`src/rtl/pipe_ctrl_pkg.sv`:
```
// Shared encodings for the pipeline stall/flush controller: FSM states,
// stall-vector patterns and the opcodes that read rt as a source.
package pipe_ctrl_pkg;

    typedef enum logic [1:0] {
        RUN       = 2'd0,
        LU_BUBBLE = 2'd1,
        REDIRECT  = 2'd2,
        MEM_WAIT  = 2'd3
    } state_t;

    localparam logic [5:0] STALL_NONE  = 6'b000000;
    localparam logic [5:0] STALL_LU    = 6'b001111;
    localparam logic [5:0] STALL_REDIR = 6'b001000;
    localparam logic [5:0] STALL_MEM   = 6'b011111;
    localparam logic [5:0] STALL_ALL   = 6'b111111;

    localparam logic [5:0] OP_RTYPE = 6'h00;
    localparam logic [5:0] OP_BEQ   = 6'h04;
    localparam logic [5:0] OP_SW    = 6'h2b;

    // Writeback-source code for loads; must match the project defines value.
    localparam logic [1:0] RW_MEM = 2'd1;

    function automatic logic uses_rt(input logic [5:0] op);
        return (op == OP_RTYPE) || (op == OP_BEQ) || (op == OP_SW);
    endfunction

endpackage

```
`src/rtl/pipe_hazard_det.sv`:
```
// Load-use comparator: flags when the load in MEM writes a register that the
// instruction in EX reads.
module pipe_hazard_det
    import pipe_ctrl_pkg::*;
(
    input  logic [5:0] ex_op,
    input  logic [4:0] ex_rs,
    input  logic [4:0] ex_rt,
    input  logic [4:0] mem_rw,
    input  logic [1:0] mem_rw_src,
    output logic       lu
);

    logic rs_hit;
    logic rt_hit;

    assign rs_hit = (mem_rw == ex_rs);
    // For I-type ALU ops rt is the destination, so it never creates a dependency.
    assign rt_hit = uses_rt(ex_op) && (mem_rw == ex_rt);
    assign lu     = (mem_rw_src == RW_MEM) && (mem_rw != 5'd0) && (rs_hit || rt_hit);

endmodule

```
`src/rtl/pipe_stall_ctrl.sv`:
```
// Stall/flush sequencer for the 5-stage pipeline: load-use interlock, branch
// redirect flush, data-memory wait with watchdog, plus saturating counters.
//
// state     | meaning
// ----------+-------------------------------------------------------------
// RUN       | normal issue; hazards evaluated here
// LU_BUBBLE | one cycle after a load-use stall while the bubble drains
// REDIRECT  | one cycle after a flush; behaves like RUN
// MEM_WAIT  | data memory busy; front of pipe frozen, watchdog counting
module pipe_stall_ctrl
    import pipe_ctrl_pkg::*;
#(
    parameter int CNT_W   = 32,
    parameter int TIMEOUT = 255
) (
    input  logic             clk,
    input  logic             rst,
    input  logic [5:0]       ex_op_i,
    input  logic [4:0]       ex_rs_i,
    input  logic [4:0]       ex_rt_i,
    input  logic [4:0]       mem_rw_i,
    input  logic [1:0]       mem_rw_src_i,
    input  logic             pc_redirect_i,
    input  logic             mem_busy_i,
    output logic [5:0]       stall_o,
    output logic             flush_o,
    output logic [1:0]       state_o,
    output logic [CNT_W-1:0] stall_cnt_o,
    output logic [CNT_W-1:0] flush_cnt_o,
    output logic             err_o
);

    localparam int WAIT_W = $clog2(TIMEOUT + 1);

    state_t            state;
    state_t            nxt;
    logic              pend_redir;
    logic              wd_block;
    logic [WAIT_W-1:0] wait_cnt;
    logic              lu;
    logic              busy_eff;
    logic              redir;
    logic [5:0]        stall;
    logic              flush;
    logic              pend_set;
    logic              pend_clr;
    logic              wait_inc;
    logic              wait_clr;
    logic              err_set;
    logic              block_set;

    pipe_hazard_det u_hazard (
        .ex_op      (ex_op_i),
        .ex_rs      (ex_rs_i),
        .ex_rt      (ex_rt_i),
        .mem_rw     (mem_rw_i),
        .mem_rw_src (mem_rw_src_i),
        .lu         (lu)
    );

    // After a watchdog abort, a still-asserted busy is ignored until it drops.
    assign busy_eff = mem_busy_i && !wd_block;
    assign redir    = pc_redirect_i || pend_redir;

    always_comb begin
        nxt       = state;
        stall     = STALL_NONE;
        flush     = 1'b0;
        pend_set  = 1'b0;
        pend_clr  = 1'b0;
        wait_inc  = 1'b0;
        wait_clr  = 1'b0;
        err_set   = 1'b0;
        block_set = 1'b0;
        case (state)
            RUN, REDIRECT: begin
                if (busy_eff) begin
                    stall    = STALL_MEM;
                    nxt      = MEM_WAIT;
                    pend_set = pc_redirect_i;
                end else if (redir) begin
                    stall    = STALL_REDIR;
                    flush    = 1'b1;
                    nxt      = REDIRECT;
                    pend_clr = 1'b1;
                end else if (lu) begin
                    stall = STALL_LU;
                    nxt   = LU_BUBBLE;
                end else begin
                    nxt = RUN;
                end
            end
            LU_BUBBLE: begin
                if (busy_eff) begin
                    stall    = STALL_MEM;
                    nxt      = MEM_WAIT;
                    pend_set = pc_redirect_i;
                end else begin
                    nxt      = RUN;
                    pend_set = pc_redirect_i;
                end
            end
            MEM_WAIT: begin
                pend_set = pc_redirect_i;
                if (!mem_busy_i) begin
                    wait_clr = 1'b1;
                    nxt      = RUN;
                end else if (wait_cnt == WAIT_W'(TIMEOUT)) begin
                    stall     = STALL_MEM;
                    err_set   = 1'b1;
                    wait_clr  = 1'b1;
                    block_set = 1'b1;
                    nxt       = RUN;
                end else begin
                    stall    = STALL_MEM;
                    wait_inc = 1'b1;
                end
            end
            default: nxt = RUN;
        endcase
    end

    assign stall_o = rst ? STALL_ALL : stall;
    assign flush_o = rst | flush;
    assign state_o = state;

    always_ff @(posedge clk) begin
        if (rst) begin
            state       <= RUN;
            pend_redir  <= 1'b0;
            wd_block    <= 1'b0;
            wait_cnt    <= '0;
            stall_cnt_o <= '0;
            flush_cnt_o <= '0;
            err_o       <= 1'b0;
        end else begin
            state <= nxt;
            if (pend_clr)
                pend_redir <= 1'b0;
            else if (pend_set)
                pend_redir <= 1'b1;
            if (!mem_busy_i)
                wd_block <= 1'b0;
            else if (block_set)
                wd_block <= 1'b1;
            if (wait_clr)
                wait_cnt <= '0;
            else if (wait_inc)
                wait_cnt <= wait_cnt + 1'b1;
            if (err_set)
                err_o <= 1'b1;
            if ((stall != STALL_NONE) && (stall_cnt_o != '1))
                stall_cnt_o <= stall_cnt_o + 1'b1;
            if (flush && (flush_cnt_o != '1))
                flush_cnt_o <= flush_cnt_o + 1'b1;
        end
    end

endmodule
```
`config.mk`:
```
export PLATFORM = sky130hd
export DESIGN_NAME = pipe_stall_ctrl
export DESIGN_NICKNAME = d
export VERILOG_FILES = /design/src/rtl/pipe_ctrl_pkg.sv /design/src/rtl/pipe_hazard_det.sv /design/src/rtl/pipe_stall_ctrl.sv
export SDC_FILE = /design/constraint.sdc
export NUM_CORES = 1
export LEC_CHECK = 0
export CORE_MARGIN = 2
export CORE_UTILIZATION = 50
export DETAILED_ROUTE_END_ITERATION = 16
export GPL_TIMING_DRIVEN = 0
export HOLD_SLACK_MARGIN = 0.03
export PLACE_DENSITY_LB_ADDON = 0.25
export SKIP_LAST_GASP = 1
export SLEW_MARGIN = 5
export SYNTH_ARGS = -nofsm -noshare
export SYNTH_HDL_FRONTEND = slang
export SYNTH_HIERARCHICAL = 1
export SYNTH_SLANG_ARGS = --single-unit
```
`constraint.sdc`:
```
create_clock -name clk -period 4.7 [get_ports clk]
set_clock_uncertainty 0.05 [all_clocks]
set_input_delay 1.41 -clock clk [delete_from_list [all_inputs] [get_ports clk]]
set_output_delay 1.41 -clock clk [all_outputs]
set_load 0.02 [all_outputs]
```
==> impl_results.md, run 1 <==
- Post-DP HPWL: 7840 um
- Pin count of the biggest net entering global routing: 19
- First-pass detailed-route iteration total: 5
- Setup Crit Path Kind: primary input to flop
- Synth area leaders: sky130_fd_sc_hd__dfxtp_1 (37%), sky130_fd_sc_hd__a21oi_1 (6.4%), sky130_fd_sc_hd__or4_1 (4.7%)
- Ys Warns: 6
- Global router's overall resource usage: 0.262
- Ys async rst share: 0
- Number of clock sinks: 77
- Required time worst endpoint: 4870 ps
- Count of unique library cells instantiated by Yosys: 52
- Number of max-slew violations in the final report: 0
- Slowest stage cell, crit path: sky130_fd_sc_hd__clkdlybuf4s50_1
- Cell type with the highest aggregate area in the netlist: sky130_fd_sc_hd__dfxtp_1
- Final Critical Period: 4670 ps
- Number of filler instances in the final layout: 648
- Number of buffer and inverter stages on the critical path: 19
- Number of hold-slack violations in the final timing report: 0
- Quantity of hold-fixing buffers added after cts: 0
- Syn Inst Count: 496
- Post-synth EDFFs: 0
- Pre-CTS setup slack: -805 ps
- Number of global-route vias before repair: 4173
- Via count: 4415
- Clk_lat worst skew: 350 ps
- Number of nets with antenna violations after routing: 0
- Routed via count divided by cell count: 6.01
- Synthesized area divided by synthesized cell count: 8.29 um2
- Standard-cell rows: 33
- DRC marker count from the first detailed-route iteration: 172
- Kind of cell adding the most delay to the critical path: buffers and inverters
- Normalized max-slew margin: 0.617
- CP Launch Type: primary input
- Number of nets in the synthesized netlist: 526
- Clock transition time at the flip-flop clock pins of the worst setup and hold paths: 70 ps
- Post-synth top cells: sky130_fd_sc_hd__dfxtp_1 (77), sky130_fd_sc_hd__a21oi_1 (53), sky130_fd_sc_hd__nand3_1 (33), sky130_fd_sc_hd__nor2_1 (32), sky130_fd_sc_hd__nand2_1 (29)
- Initial antenna violation count: 0
- Sum of routed wire length over all layers: 11500 um
- Total setup violations reported at the end of the flow: 0
- Area of the mapped netlist: 4110 um2
- Critical path peak fanout: 2
- Root cell of the clock tree: sky130_fd_sc_hd__clkbuf_8
- Type of the tightest min-delay check: flop to flop
- CP most frequent cell: sky130_fd_sc_hd__buf_4
- Setup repair after global routing missed its margin: true
- CTS tree: done
- Die outline width: 94.7 um
- Maximum resistive drop on vdd: 0.000158 V
- Wire length of the first global-routing pass: 18800 um
- Synth top area share: 0.375
- Crit path setup slack, layout: 27.6 ps
- Wire per inst: 15.7 um
- H-tree lvl count: 3
- Clock Path Buffers: 2
- Critical Path Max Stage Delay: 520 ps
- Max-cap violation count: 0
- Achievable frequency: 0.214 GHz
- Setup TNS: 0 ps
- Run status: complete, no violations
- GR Overflow Total: 0
- Std-Cell Core Area: 8090 um2
- Final GP Congestion: 0.877
- Actual transition at the worst max-transition pin: 570 ps
- Fraction of final layout cells sized beyond drive strength 1: 0.132
- TritonCTS buffer count: 9
- Overall die area: 8970 um2
- I/O Pins: 101
- Die height: 94.7 um
- Antenna Cells: 0
- Arrival time of the worst setup path: 4840 ps
- Leak pwr: 1.96 nW
- Detailed-route DRC error count: 0
- #FFs+latches synth: 77
- Layout net count: 655
- Share of the clock period used by the worst path after layout: 0.994
- Power Density: 257 nW/um2
- Initial standard-cell utilization of the core: 0.508
- Endpoint class of the critical path: flop
- Sequential fraction of the synthesis area: 0.375
- Most repeated cell in the gate-level netlist after synthesis: sky130_fd_sc_hd__dfxtp_1
- Post-synthesis to final-layout area growth: 40.4%
- I/O Buffers: 100
- Most used flip-flop cell after synthesis: sky130_fd_sc_hd__dfxtp_1
## logic make-up (layout without fill, tap and decap cells)
kind of cell | after synthesis | in the layout | synth area share
mux | 8 | 8 | 0.0216
xor+xnor | 21 | 21 | 0.0447
fa+ha+maj | 3 | 3 | 0.00913
buf+inv | 39 | 172 | 0.0438
simple gates | 223 | 223 | 0.318
flops | 77 | 77 | 0.375
compound gates | 125 | 125 | 0.188
## final timing paths
| kind | startpoint | endpoint | slack (ps) | cells past startpoint |
|---|---|---|---|---|
| hold / removal | err_o | err_o | 430 | 2 |
| setup reg to reg | pend_redir | state_o[0] | 1500 | 23 |
| setup / recovery | ex_rt_i[0] | state_o[0] | 30 | 27 |
| hold reg to reg | err_o | err_o | 430 | 2 |
## placed cells by master, fill, tap and decap left out, types with 7 or more instances in the layout
| master | n |
|---|---|
| sky130_fd_sc_hd__nand3_1 | 31 |
| sky130_fd_sc_hd__o21ai_0 | 16 |
| sky130_fd_sc_hd__a21oi_1 | 51 |
| sky130_fd_sc_hd__o21ai_1 | 10 |
| sky130_fd_sc_hd__inv_1 | 11 |
| sky130_fd_sc_hd__dfxtp_1 | 77 |
| sky130_fd_sc_hd__or4_1 | 24 |
| sky130_fd_sc_hd__or3_1 | 22 |
| sky130_fd_sc_hd__clkbuf_1 | 16 |
| sky130_fd_sc_hd__and3_1 | 8 |
| sky130_fd_sc_hd__nor2_1 | 32 |
| sky130_fd_sc_hd__clkdlybuf4s50_1 | 81 |
| sky130_fd_sc_hd__nor2b_1 | 8 |
| sky130_fd_sc_hd__dlymetal6s2s_1 | 7 |
| sky130_fd_sc_hd__o31ai_1 | 24 |
| sky130_fd_sc_hd__buf_4 | 22 |
| sky130_fd_sc_hd__xor2_1 | 11 |
| sky130_fd_sc_hd__nand2_1 | 28 |
| sky130_fd_sc_hd__nor4_1 | 7 |
| sky130_fd_sc_hd__clkbuf_8 | 11 |
| sky130_fd_sc_hd__nand4_1 | 25 |
## stage by stage
stage | utilization | hold slack [ps] | cell area [um2] | power (mW) | cells
floorplan | - | 429 | 4110 | 0.751 | 496
global placement | 0.648 | 415 | 5250 | 0.812 | 701
detailed placement | 0.648 | 417 | 5250 | 0.816 | 701
CTS | 0.703 | 438 | 5690 | 1.48 | 735
global route | 0.714 | 496 | 5770 | 1.53 | 734
finish | 0.714 | 435 | 5770 | 1.48 | 734
## area by class of cell
| cell class | count | area, um2 | share of cell area |
|---|---|---|---|
| Tap cell | 105 | 131 | 0.0228 |
| Clock inverter | 4 | 120 | 0.0208 |
| Sequential cell | 77 | 1540 | 0.267 |
| Inverter | 11 | 41.3 | 0.00715 |
| Clock buffer | 11 | 141 | 0.0245 |
| Multi-Input combinational cell | 380 | 2510 | 0.434 |
| Timing Repair Buffer | 120 | 1140 | 0.198 |
| Buffer | 26 | 150 | 0.0260 |
## per-layer routing
metal	share of wire	vias to the layer above	track usage	wire, um
met5	0	-	0	0
met4	0.026	0	0.106	295
met3	0.065	27	0.0463	752
met2	0.48	198	0.456	5540
met1	0.43	2063	0.319	4960
li1	-	2127	-	-
## state kept, by name, indices dropped and copies added (netlist names)
register and cells:
err_o 1, flush_cnt_o 32, pend_redir 1, stall_cnt_o 32, state_o 2, wait_cnt 8
wd_block 1
## tightest hold or removal path, cell delays in order (launching register included)
cell                      delay [ps]
sky130_fd_sc_hd__dfxtp_1         340
sky130_fd_sc_hd__a21oi_1          50
sky130_fd_sc_hd__nor2_1           70
## report_power, final
part / internal [mW] / switching (mW) / leakage (nW)
clock network: 0.419 / 0.237 / 0.130
logic: 0.0722 / 0.0844 / 1.21
registers: 0.658 / 0.0106 / 0.621
total: 1.15 / 0.333 / 1.96
## timing repair
| action | in CTS | in global routing |
|---|---|---|
| endpoints found under the setup margin | 5 | 5 |
| pin swaps | 6 | 8 |
| buffers inserted | 20 | 0 |
| gates resized for setup | 38 | 31 |
(Power assumes the default switching activity.)
==> run 2: changes to the inputs <==
==> constraint.sdc (replaced) <==
create_clock -name clk -period 5.1 [get_ports clk]
set_clock_uncertainty 0.05 [all_clocks]
set_input_delay 1.53 -clock clk [delete_from_list [all_inputs] [get_ports clk]]
set_output_delay 1.53 -clock clk [all_outputs]
set_load 0.02 [all_outputs]
==> run 2 against run 1 <==
First-iteration DRC count rose by 6.4%. Setup slack improved by 93 ps. Global-route usage fell by 0.92 points. Combinational power fell by 20%. Routed wire length fell by 4.8%. Register-to-register slack improved by 900 ps. Sequential share of layout area rose by 0.98 points. Via count fell by 1.4%. Core utilization fell by 2.5 points. Largest cell class unchanged. Highest routed layer unchanged.
==> impl_results.md, run 2 (synthesis gave the netlist of run 1 again) <==
- Commonest cells after routing, fill and taps aside: sky130_fd_sc_hd__clkdlybuf4s50_1 (88), sky130_fd_sc_hd__dfxtp_1 (77), sky130_fd_sc_hd__a21oi_1 (52), sky130_fd_sc_hd__nand3_1 (33), sky130_fd_sc_hd__nor2_1 (32)
- H-tree lvl count: 3
- I/O Buffers: 100
- Maximum resistive drop on vdd: 0.000149 V
- Routed via count divided by cell count: 6.07
- Share of the core filled with cells in the final layout: 0.688
- Leak pwr: 1.85 nW
- Required time worst endpoint: 3520 ps
- CTS tree: done
- Power Density: 242 nW/um2
- Clock Path Buffers: 2
- Critical path peak fanout: 3
- Number of filler instances in the final layout: 681
- Achievable frequency: 0.201 GHz
- Number of hold-slack violations in the final timing report: 0
- Final Critical Period: 4980 ps
- Clk_lat worst skew: 350 ps
- Die outline width: 94.7 um
- Number of clock sinks: 77
- Type of the tightest min-delay check: flop to flop
- Slowest stage cell, crit path: sky130_fd_sc_hd__clkdlybuf4s50_1
- Wire length of the first global-routing pass: 18200 um
- Arrival time of the worst setup path: 3400 ps
- Fraction of final layout cells sized beyond drive strength 1: 0.0817
- Global router's overall resource usage: 0.253
- DRC marker count from the first detailed-route iteration: 183
- Initial antenna violation count: 0
- Root cell of the clock tree: sky130_fd_sc_hd__clkbuf_8
- Via count: 4353
- Setup repair after global routing missed its margin: false
- Layout net count: 638
- Total setup violations reported at the end of the flow: 0
- CP Launch Type: primary input
- I/O Pins: 101
- Number of global-route vias before repair: 4077
- Antenna Cells: 0
- Number of nets with antenna violations after routing: 0
- Critical Path Max Stage Delay: 470 ps
- Overall die area: 8970 um2
- Die height: 94.7 um
- Critical-path cell list: clkdlybuf4s50_1 > or4_1 > o21ai_2 > a21oi_2 > nand2_1 > nand2_1 > a211o_1 > buf_4 > buf_4
- Detailed-route DRC error count: 0
- Standard-cell rows: 33
- Max-cap violation count: 0
- Normalized max-slew margin: 0.620
- TritonCTS buffer count: 9
- Wire per inst: 15.3 um
- Quantity of hold-fixing buffers added after cts: 0
- Kind of cell adding the most delay to the critical path: buffers and inverters
- Pin count of the biggest net entering global routing: 20
- Clock transition time at the flip-flop clock pins of the worst setup and hold paths: 70 ps
- Initial standard-cell utilization of the core: 0.508
- Share of the clock period used by the worst path after layout: 0.976
- Std-Cell Core Area: 8090 um2
- Setup TNS: 0 ps
- Number of max-slew violations in the final report: 0
- Post-DP HPWL: 7840 um
- Sum of routed wire length over all layers: 11000 um
- Number of buffer and inverter stages on the critical path: 3
- Most common cell after layout, fill and taps aside: sky130_fd_sc_hd__clkdlybuf4s50_1
- Registers with the most flip-flops: flush_cnt_o: 32 flops, stall_cnt_o: 32 flops, wait_cnt: 8 flops
- Final GP Congestion: 0.877
- Post-synthesis to final-layout area growth: 35.4%
- GR Overflow Total: 0
- Setup Crit Path Kind: primary input to output pin
- Endpoint class of the critical path: output pin
- Run status: complete, no violations
- Actual transition at the worst max-transition pin: 565 ps
- First-pass detailed-route iteration total: 5
- Total Power Consumption: 1.35 mW
run 2: worst paths after layout:
check	from	to	slack (ps)	depth (start not counted)
worst min register to register	err_o	err_o	430	2
worst max register to register	flush_cnt_o[0]	flush_cnt_o[16]	2400	8
worst max-delay path	mem_rw_i[1]	stall_o[2]	120	9
worst min-delay path	err_o	err_o	430	2
run 2: layout make-up:
cell class	count	area, um2	area share
Timing Repair Buffer	102	1010	0.182
Inverter	11	41.3	0.00741
Tap cell	105	131	0.0236
Clock inverter	4	120	0.0216
Sequential cell	77	1540	0.277
Multi-Input combinational cell	380	2430	0.436
Clock buffer	11	141	0.0254
Buffer	27	151	0.0272
run 2: report_power, final:
| part | switching, mW | leakage, nW | internal, mW |
|---|---|---|---|
| registers | 0.00966 | 0.621 | 0.607 |
| logic | 0.0687 | 1.10 | 0.0560 |
| clock network | 0.219 | 0.130 | 0.386 |
run 2: worst reg2reg max path: cells and delay by family, from the launching register on:
kind / cells / cell delay [ps]
adders and majority gates: 1 / 270
buffers and inverters: 2 / 470
AOI/OAI and AO/OA: 1 / 210
and+or+nand+nor: 4 / 1150
DFF: 1 / 460
run 2: repair_timing:
item                                    in CTS  in global routing
hold endpoints to repair                     0                  0
buffers inserted                             2                  0
pin swaps                                    2                  5
endpoints found under the setup margin       5                  5
gates resized for setup                     20                 17
run 2: through the flow:
stage                     setup slack, ps  area (um2)  hold WS, ps  cells
after floorplan                       556        4110          429    496
after global placement               -618        5250          415    701
after detailed placement             -645        5250          417    701
after CTS                           -96.8        5550          438    717
after global routing                 31.9        5570          496    717
final                                 121        5570          432    717
run 2: per-layer routing:
metal / GRT usage / part of all wire / routed length (um)
met1: 0.308 / 0.43 / 4690
met2: 0.440 / 0.49 / 5370
met3: 0.0471 / 0.068 / 745
met4: 0.0990 / 0.017 / 188
met5: 0 / 0 / 0
==> run 3: changes to the inputs <==
--- a/config.mk
+++ b/config.mk
@@ -5,6 +5,7 @@
 export SDC_FILE = /design/constraint.sdc
 export NUM_CORES = 1
 export LEC_CHECK = 0
+export CORE_ASPECT_RATIO = 1.2
 export CORE_MARGIN = 2
 export CORE_UTILIZATION = 50
 export DETAILED_ROUTE_END_ITERATION = 16
@@ -17,3 +18,4 @@
 export SYNTH_HDL_FRONTEND = slang
 export SYNTH_HIERARCHICAL = 1
 export SYNTH_SLANG_ARGS = --single-unit
+export TNS_END_PERCENT = 20
==> run 3 against run 2 <==
Global-route usage shrank 0.060 points. Count of clock-buffer cells in the layout is the same. Sequential power is essentially flat. Final area shrank 1.5%.
==> impl_results.md, run 3 (synthesis gave the netlist of run 1 again) <==
- Run status: complete, no violations
- Root cell of the clock tree: sky130_fd_sc_hd__clkbuf_8
- Fraction of final layout cells sized beyond drive strength 1: 0.0831
- Commonest cells after routing, fill and taps aside: sky130_fd_sc_hd__clkdlybuf4s50_1 (93), sky130_fd_sc_hd__dfxtp_1 (77), sky130_fd_sc_hd__a21oi_1 (52), sky130_fd_sc_hd__nand3_1 (33), sky130_fd_sc_hd__nor2_1 (32)
- Standard-cell rows: 36
- Leak pwr: 1.78 nW
- Registers with the most flip-flops: flush_cnt_o: 32 flops, stall_cnt_o: 32 flops, wait_cnt: 8 flops
- Arrival time of the worst setup path: 3500 ps
- Global router's overall resource usage: 0.252
- Worst reg-to-reg path cell count: 8
- Setup repair after global routing missed its margin: true
- Worst r2r src: flush_cnt_o[0]
- Number of clock sinks: 77
- Pin count of the biggest net entering global routing: 14
- H-tree lvl count: 3
- Setup TNS: 0 ps
- Clock transition time at the flip-flop clock pins of the worst setup and hold paths: 80 ps
- Critical Path Max Stage Delay: 540 ps
- Flip-flop and latch area: 1540 um2
- Number of global-route vias before repair: 4078
- Instance count after placement with tap cells included: 691
- Initial standard-cell utilization of the core: 0.510
- Wire per inst: 15.7 um
- Type of the tightest min-delay check: flop to flop
- Die outline width: 86.8 um
- TritonCTS buffer count: 9
- Actual transition at the worst max-transition pin: 602 ps
- Number of filler instances in the final layout: 656
- Final Critical Period: 5080 ps
- Total setup violations reported at the end of the flow: 0
- Worst setup slack for register-to-register paths: 2350 ps
- Required time worst endpoint: 3520 ps
- GR Overflow Total: 0
- Post-DP HPWL: 7970 um
- Clock Path Buffers: 2
- Number of hold-slack violations in the final timing report: 0
- Final GP Congestion: 0.888
- Initial antenna violation count: 0
- Max-cap violation count: 0
- Post-synthesis to final-layout area growth: 33.4%
- Wire length of the first global-routing pass: 18300 um
- Antenna Cells: 0
- Achievable frequency: 0.197 GHz
- Normalized max-slew margin: 0.595
- Number of max-slew violations in the final report: 0
- CTS tree: done
- Overall die area: 8970 um2
- Multi-input gate area: 2420 um2
- Maximum resistive drop on vdd: 0.000166 V
- I/O Buffers: 100
- Slowest stage cell, crit path: sky130_fd_sc_hd__or4_4
- Critical path peak fanout: 5
- Endpoint class of the critical path: output pin
- Sum of routed wire length over all layers: 11100 um
- Die height: 103 um
- Detailed-route DRC error count: 0
- Routed via count divided by cell count: 6.07
- First-pass detailed-route iteration total: 5
- Final Instance Count excl. Fillers: 709
- Clk_lat worst skew: 350 ps
- Std-Cell Core Area: 8060 um2
- Critical path origin: mem_rw_i[4]
- DRC marker count from the first detailed-route iteration: 202
- Quantity of hold-fixing buffers added after cts: 0
- Share of the clock period used by the worst path after layout: 0.996
- Total Power Consumption: 1.22 mW
- Layout net count: 639
- Critical-path cell list: clkdlybuf4s50_1 > or4_4 > o21ai_2 > a21oi_2 > nor3_2 > o2bb2ai_4 > nand2b_1 > clkbuf_2
- Via count: 4307
- Power Density: 223 nW/um2
- I/O Pins: 101
- CP Launch Type: primary input
- Setup Crit Path Kind: primary input to output pin
- Worst setup endpoint: stall_o[3]
- Endpoint of the lowest-slack register-to-register path: flush_cnt_o[16]
- Number of nets with antenna violations after routing: 0
- Most common cell after layout, fill and taps aside: sky130_fd_sc_hd__clkdlybuf4s50_1
-- run 3: how the worst min path moves through the flow --
stage          slack, ps  depth (start not counted)           to   startpoint
2_1_floorplan        430                          2  wait_cnt[1]  wait_cnt[1]
3_3_place_gp         410                          2        err_o        err_o
3_5_place_dp         420                          2        err_o        err_o
4_1_cts              440                          2        err_o        err_o
5_1_grt              470                          2        err_o        err_o
6_report             430                          2        err_o        err_o
-- run 3: layout make-up --
class / count / area share
Buffer: 28 / 0.0264
Clock buffer: 11 / 0.0276
Multi-Input combinational cell: 380 / 0.442
Sequential cell: 77 / 0.281
Inverter: 11 / 0.00752
Tap cell: 95 / 0.0217
Timing Repair Buffer: 102 / 0.183
Clock inverter: 5 / 0.0107
-- run 3: per-layer routing --
metal	vias up	global-route usage	wire [um]
met5	-	0	0
met4	0	0.109	203
met3	18	0.0460	566
met2	151	0.445	5630
met1	2019	0.299	4730
li1	2119	-	-
-- run 3: worst max-delay path: cells and delay by family --
| family | cells | cell delay (ps) |
|---|---|---|
| and+or+nand+nor | 3 | 970 |
| buffers and inverters | 2 | 650 |
| AOI/OAI and AO/OA | 3 | 340 |
-- run 3: timing repair --
| action | CTS | global route |
|---|---|---|
| pin swaps | 1 | 2 |
| buffers inserted | 0 | 2 |
| gates resized for setup | 13 | 12 |
| setup endpoints to repair | 5 | 5 |
-- run 3: stage by stage --
stage          hold WS [ps]   util  setup WS, ps  area (um2)
2_1_floorplan           429      -           556        4110
3_3_place_gp            412  0.649          -639        5230
3_5_place_dp            419  0.649          -637        5230
4_1_cts                 439  0.678          -193        5470
5_1_grt                 473  0.681          -102        5490
6_report                427  0.681          21.3        5490
-- run 3: report_power, final --
group	total, mW	internal [mW]	switching, mW
clock network	0.480	0.253	0.227
logic	0.126	0.0560	0.0696
registers	0.616	0.607	0.00923
total	1.22	0.915	0.306
==> variant 1: new RTL, config.mk and constraints of run 2 <==
Change the parameter `TIMEOUT` from 255 to 510.
--- a/src/rtl/pipe_stall_ctrl.sv
+++ b/src/rtl/pipe_stall_ctrl.sv
@@ -11,7 +11,7 @@
     import pipe_ctrl_pkg::*;
 #(
     parameter int CNT_W   = 32,
-    parameter int TIMEOUT = 255
+    parameter int TIMEOUT = 510
 ) (
     input  logic             clk,
     input  logic             rst,
Check against the original RTL: same outputs for any inputs over 4 cycles, from zero or initial values and one cycle with rst high; that may be too few to reach the edited logic, so the function may still have changed.
==> variant 1 against run 2 <==
  * Area after synthesis up 7.2%
  * Sequential cell count up 1
  * Total power down 5.4%
  * Worst setup slack worse by 73 ps
  * Wire length up 11%
  * Sequential power up 1%
  * Synthesized cell count up 5.2%
  * Clock power down 14%
  * Non-clock buffer count down 1
  * Critical path depth up 1
  * Design area up 3.8%
  * Largest power group unchanged
  * Highest routed layer unchanged
==> variant 1: results (changes against run 2) <==
Placed design
  • Placed cells: 730 (+4.1%)
  • Area post-placement: 0.00555 mm^2 (+5.7%)
  • Routability-driven placement congestion ratio: 0.960 (+9.4%)
  • Worst slack at placement: -518 ps (+127 ps)
  • Hpwl dp: 8.89 mm (+13%)

Yosys
  • Seq/Total Area, Yosys: 35.4% (-2.1 points)
  • Mapped Avg Cell Area: 8.45 um^2 (+1.8%)
  • Mux cell area share after synthesis: 3.21% (+1.0 points)
  • Synth Net Count: 553 (+5.1%)
  • Commonest cells post-synth: dfxtp_1 (78), nor2_1 (46), a21oi_1 (39)
  • Adder-cell area share of the yosys netlist: 1.14% (+0.22 points)
  • Synth area leaders: dfxtp_1 (35%), nand4_1 (4.5%), a21oi_1 (4.4%), nor2_1 (3.9%), o31ai_1 (3.6%)
  • Synth Area in Compound Gates: 17.3% (-1.5 points)
  • Unique masters post-synth: 64 (+23%)
  • Synth Area in XOR/XNOR: 4.37% (-0.10 points)

Critical path
  • Crit path launch: ex_op_i[3]
  • Critical path arrival: 3470 ps (+70 ps)
  • Depth of the most critical reg-to-reg path: 6 (-2)
  • R2r endpoint: stall_cnt_o[11]
  • R2r startpoint: stall_cnt_o[24]
  • CP max stage delay: 510 ps (+40 ps)
  • CP max stage cell: or4_1
  • R2R Setup Slk: 2600 ps (+200 ps)

GRT
  • First-pass GRT wire length: 20.4 mm (+12%)
  • Vias in the first global route: 4216 (+3.4%)
  • GRT Util Overall: 25.4% (+0.13 points)
  • Largest net degree at the start of global routing: 13 (-35%)
  • GR Layer Usage met3: 4.37% (-0.34 points)
  • Global-route met2 utilization: 42.7% (-1.2 points)
  • GRT met1 Usage: 33.3% (+2.5 points)

Detailed routing
  • Metal-1 WL: 5.32 mm (+14%)
  • Vias: 4519 (+3.8%)
  • Met3 wire length: 705 um (-5.4%)
  • DR WL met2: 5.99 mm (+12%)
  • Drt wl/cell: 16.4 um (+6.8%)
  • Final WL: 12.2 mm (+11%)
  • DRT iter0 DRCs: 313 (+71%)

Min path
  • Hold Startpoint: flush_cnt_o[13]

STA
  • Hold_ws: 439 ps (+7.26 ps)
  • Relative slew margins: 52.1% (-9.9 points)

Pwr
  • Peak VDD IR: 0.137 mV (-8.1%)

Finish
  • Biggest regs: flush_cnt_o (32), stall_cnt_o (32), wait_cnt (9)

Run status
  • Outcome: completed
[variant 1: power by group]
part	switching [mW]	leakage, nW	internal [mW]
registers	0.00874	0.630	0.615
logic	0.0713	1.09	0.0601
clock network	0.230	0.110	0.288
[variant 1: tightest hold or removal path: stages, from the launching register on]
cell,delay [ps]
dfxtp_1,340
o21ai_2,70
a21oi_2,40
[variant 1: final cells by class]
class | count | area [um^2]
clock buffer | 12 | 145
buffer | 27 | 156
clock inverter | 4 | 70.1
tap | 108 | 135
inverter | 11 | 41.3
timing repair buffer | 101 | 1000
fill | 720 | 2850
sequential | 78 | 1560
multi-input combinational | 406 | 2670
[variant 1: timing repair]
item                                    CTS  global route
pin swaps                                 2             5
endpoints found under the setup margin    6             6
buffers inserted                          1             0
gates resized for setup                  21             7
endpoints found under the hold margin     0             0
hold buffers                              0             0
==> variant 2: new RTL, settings of run 2 <==
Made on the original files. Put one more register stage on the output `flush_cnt_o`, cleared by the reset. The value now appears one clock later. The other outputs are not delayed to match.
--- a/src/rtl/pipe_stall_ctrl.sv
+++ b/src/rtl/pipe_stall_ctrl.sv
@@ -31,6 +31,8 @@
 );
 
     localparam int WAIT_W = $clog2(TIMEOUT + 1);
+
+    logic [CNT_W-1:0] flush_cnt_s0;
 
     state_t            state;
     state_t            nxt;
@@ -131,7 +133,7 @@
             wd_block    <= 1'b0;
             wait_cnt    <= '0;
             stall_cnt_o <= '0;
-            flush_cnt_o <= '0;
+            flush_cnt_s0 <= '0;
             err_o       <= 1'b0;
         end else begin
             state <= nxt;
@@ -151,8 +153,16 @@
                 err_o <= 1'b1;
             if ((stall != STALL_NONE) && (stall_cnt_o != '1))
                 stall_cnt_o <= stall_cnt_o + 1'b1;
-            if (flush && (flush_cnt_o != '1))
-                flush_cnt_o <= flush_cnt_o + 1'b1;
+            if (flush && (flush_cnt_s0 != '1))
+                flush_cnt_s0 <= flush_cnt_s0 + 1'b1;
+        end
+    end
+
+    always_ff @(posedge clk) begin
+        if (rst) begin
+            flush_cnt_o <= '0;
+        end else begin
+            flush_cnt_o <= flush_cnt_s0;
         end
     end
 
Function: changed (a bounded check fails within 4 cycles, from zero or initial values and one cycle with rst high).
==> variant 2 against run 2 <==
  * Maximum frequency grew 0.33%
  * Sequential cell count is 32 higher
  * Non-clock buffer count shrank 3
  * First-iteration DRC count grew 34%
  * Global-route usage fell by 1.8 points
  * Critical path depth is 4 lower
  * Wire length grew 9.5%
  * Total power grew 12%
  * Area after synthesis is 19% higher
  * Worst setup slack better by 16 ps
  * Sequential power rose by 41%
  * Design area up 13%
==> variant 2: results (changes against run 2) <==
Detailed routing
  • DRT iter0 DRCs: 245 (+34%)
  • Vias: 4581 (+5.2%)

Yosys
  • Synth Net Count: 583 (+11%)
  • Seq/Total Area, Yosys: 44.7% (+7.2 points)
  • Commonest cells post-synth: dfxtp_1 (109), nor2_1 (49), a21oi_1 (39)

Finish
  • Non-filler cells, final: 803 (+12%)
  • Share of cells above drive strength 1: 10.6% (+2.4 points)
  • Nets@finish: 695 (+8.9%)

Min path
  • Hold Startpoint: flush_cnt_s0[11]
  • Hold-critical path depth: 1 (-1)

Placed design
  • Hpwl dp: 8.83 mm (+13%)
  • Placed cells: 785 (+12%)
  • Routability-driven placement congestion ratio: 0.882 (+0.51%)
  • Buffers on Ports: 99 (-1.0%)
  • Worst slack at placement: -884 ps (-240 ps)

STA
  • Hold_ws: 405 ps (-26.5 ps)

Pwr
  • Total leakage power: 2.17 nW (+17%)
  • Peak VDD IR: 0.167 mV (+12%)

Critical path
  • Critical path arrival: 3380 ps (-20 ps)
  • R2R Setup Slk: 2270 ps (-130 ps)
  • CP max stage delay: 610 ps (+140 ps)
  • Depth of the most critical reg-to-reg path: 9 (+1)
  • R2r startpoint: stall_cnt_o[0]
  • Worst-path fanout max: 10 (+7)

Clocking
  • Clock latency at the later pin of the worst-skew pair: 370 ps (+20 ps)
  • Clock transition at the registers of the reported paths: 110 ps (+40 ps)

GRT
  • GR Layer Usage met3: 4.81% (+0.10 points)
  • GRT Util Overall: 23.5% (-1.8 points)
  • GRT met1 Usage: 29.3% (-1.4 points)
  • Global-route met2 utilization: 40.3% (-3.7 points)

Run status
  • Outcome: completed

Floorplanning
  • Die area: 0.0106 mm^2 (+18%)
[variant 2: timing repair]
action,in CTS,in global routing
gates resized for setup,25,10
setup buffers,2,0
endpoints found under the setup margin,5,5
pin swaps,2,5
cloned,0,0
[variant 2: final cells by class]
class	count	area, um^2
Timing Repair Buffer	101	1000
Fill cell	856	3360
Tap cell	133	166
Buffer	25	133
Clock buffer	10	138
Sequential cell	109	2180
Clock inverter	6	51.3
Inverter	10	37.5
Multi-Input combinational cell	409	2580
[variant 2: kinds of logic (layout without fill, tap and decap cells)]
logic type / after synthesis / in the layout / share of synthesized area (%)
adder cells (fa/ha/maj): 3 / 3 / 0.769
XOR/XNOR: 20 / 20 / 3.59
AND/OR/NAND/NOR: 269 / 269 / 31.1
AO/OA/AOI/OAI: 98 / 98 / 12.1
buffers and inverters: 35 / 152 / 3.46
flip-flops: 109 / 109 / 44.7
multiplexers: 19 / 19 / 4.33
[variant 2: metal layers]
layer  vias up  part of all wire, %
met5         -                    0
li1       2243                    -
met4         0                  1.5
met3        18                  5.4
met1      2166                   43
met2       154                   50
[variant 2: worst max path at each step]
stage / from / to / slack, ps / depth (start not counted)
CTS: ex_op_i[0] / stall_o[3] / -20 / 9
global placement: ex_op_i[0] / stall_o[3] / -860 / 9
floorplan: ex_op_i[0] / stall_o[3] / 390 / 7
finish: rst / stall_o[4] / 140 / 5
global route: rst / stall_o[4] / 0.8 / 5
detailed placement: ex_op_i[0] / stall_o[3] / -880 / 9
[variant 2: report_power, final]
part / internal (mW) / leakage [nW] / switching [mW]
Combinational: 0.0573 / 1.19 / 0.0734
Clock: 0.200 / 0.0996 / 0.306
Sequential: 0.858 / 0.879 / 0.00839
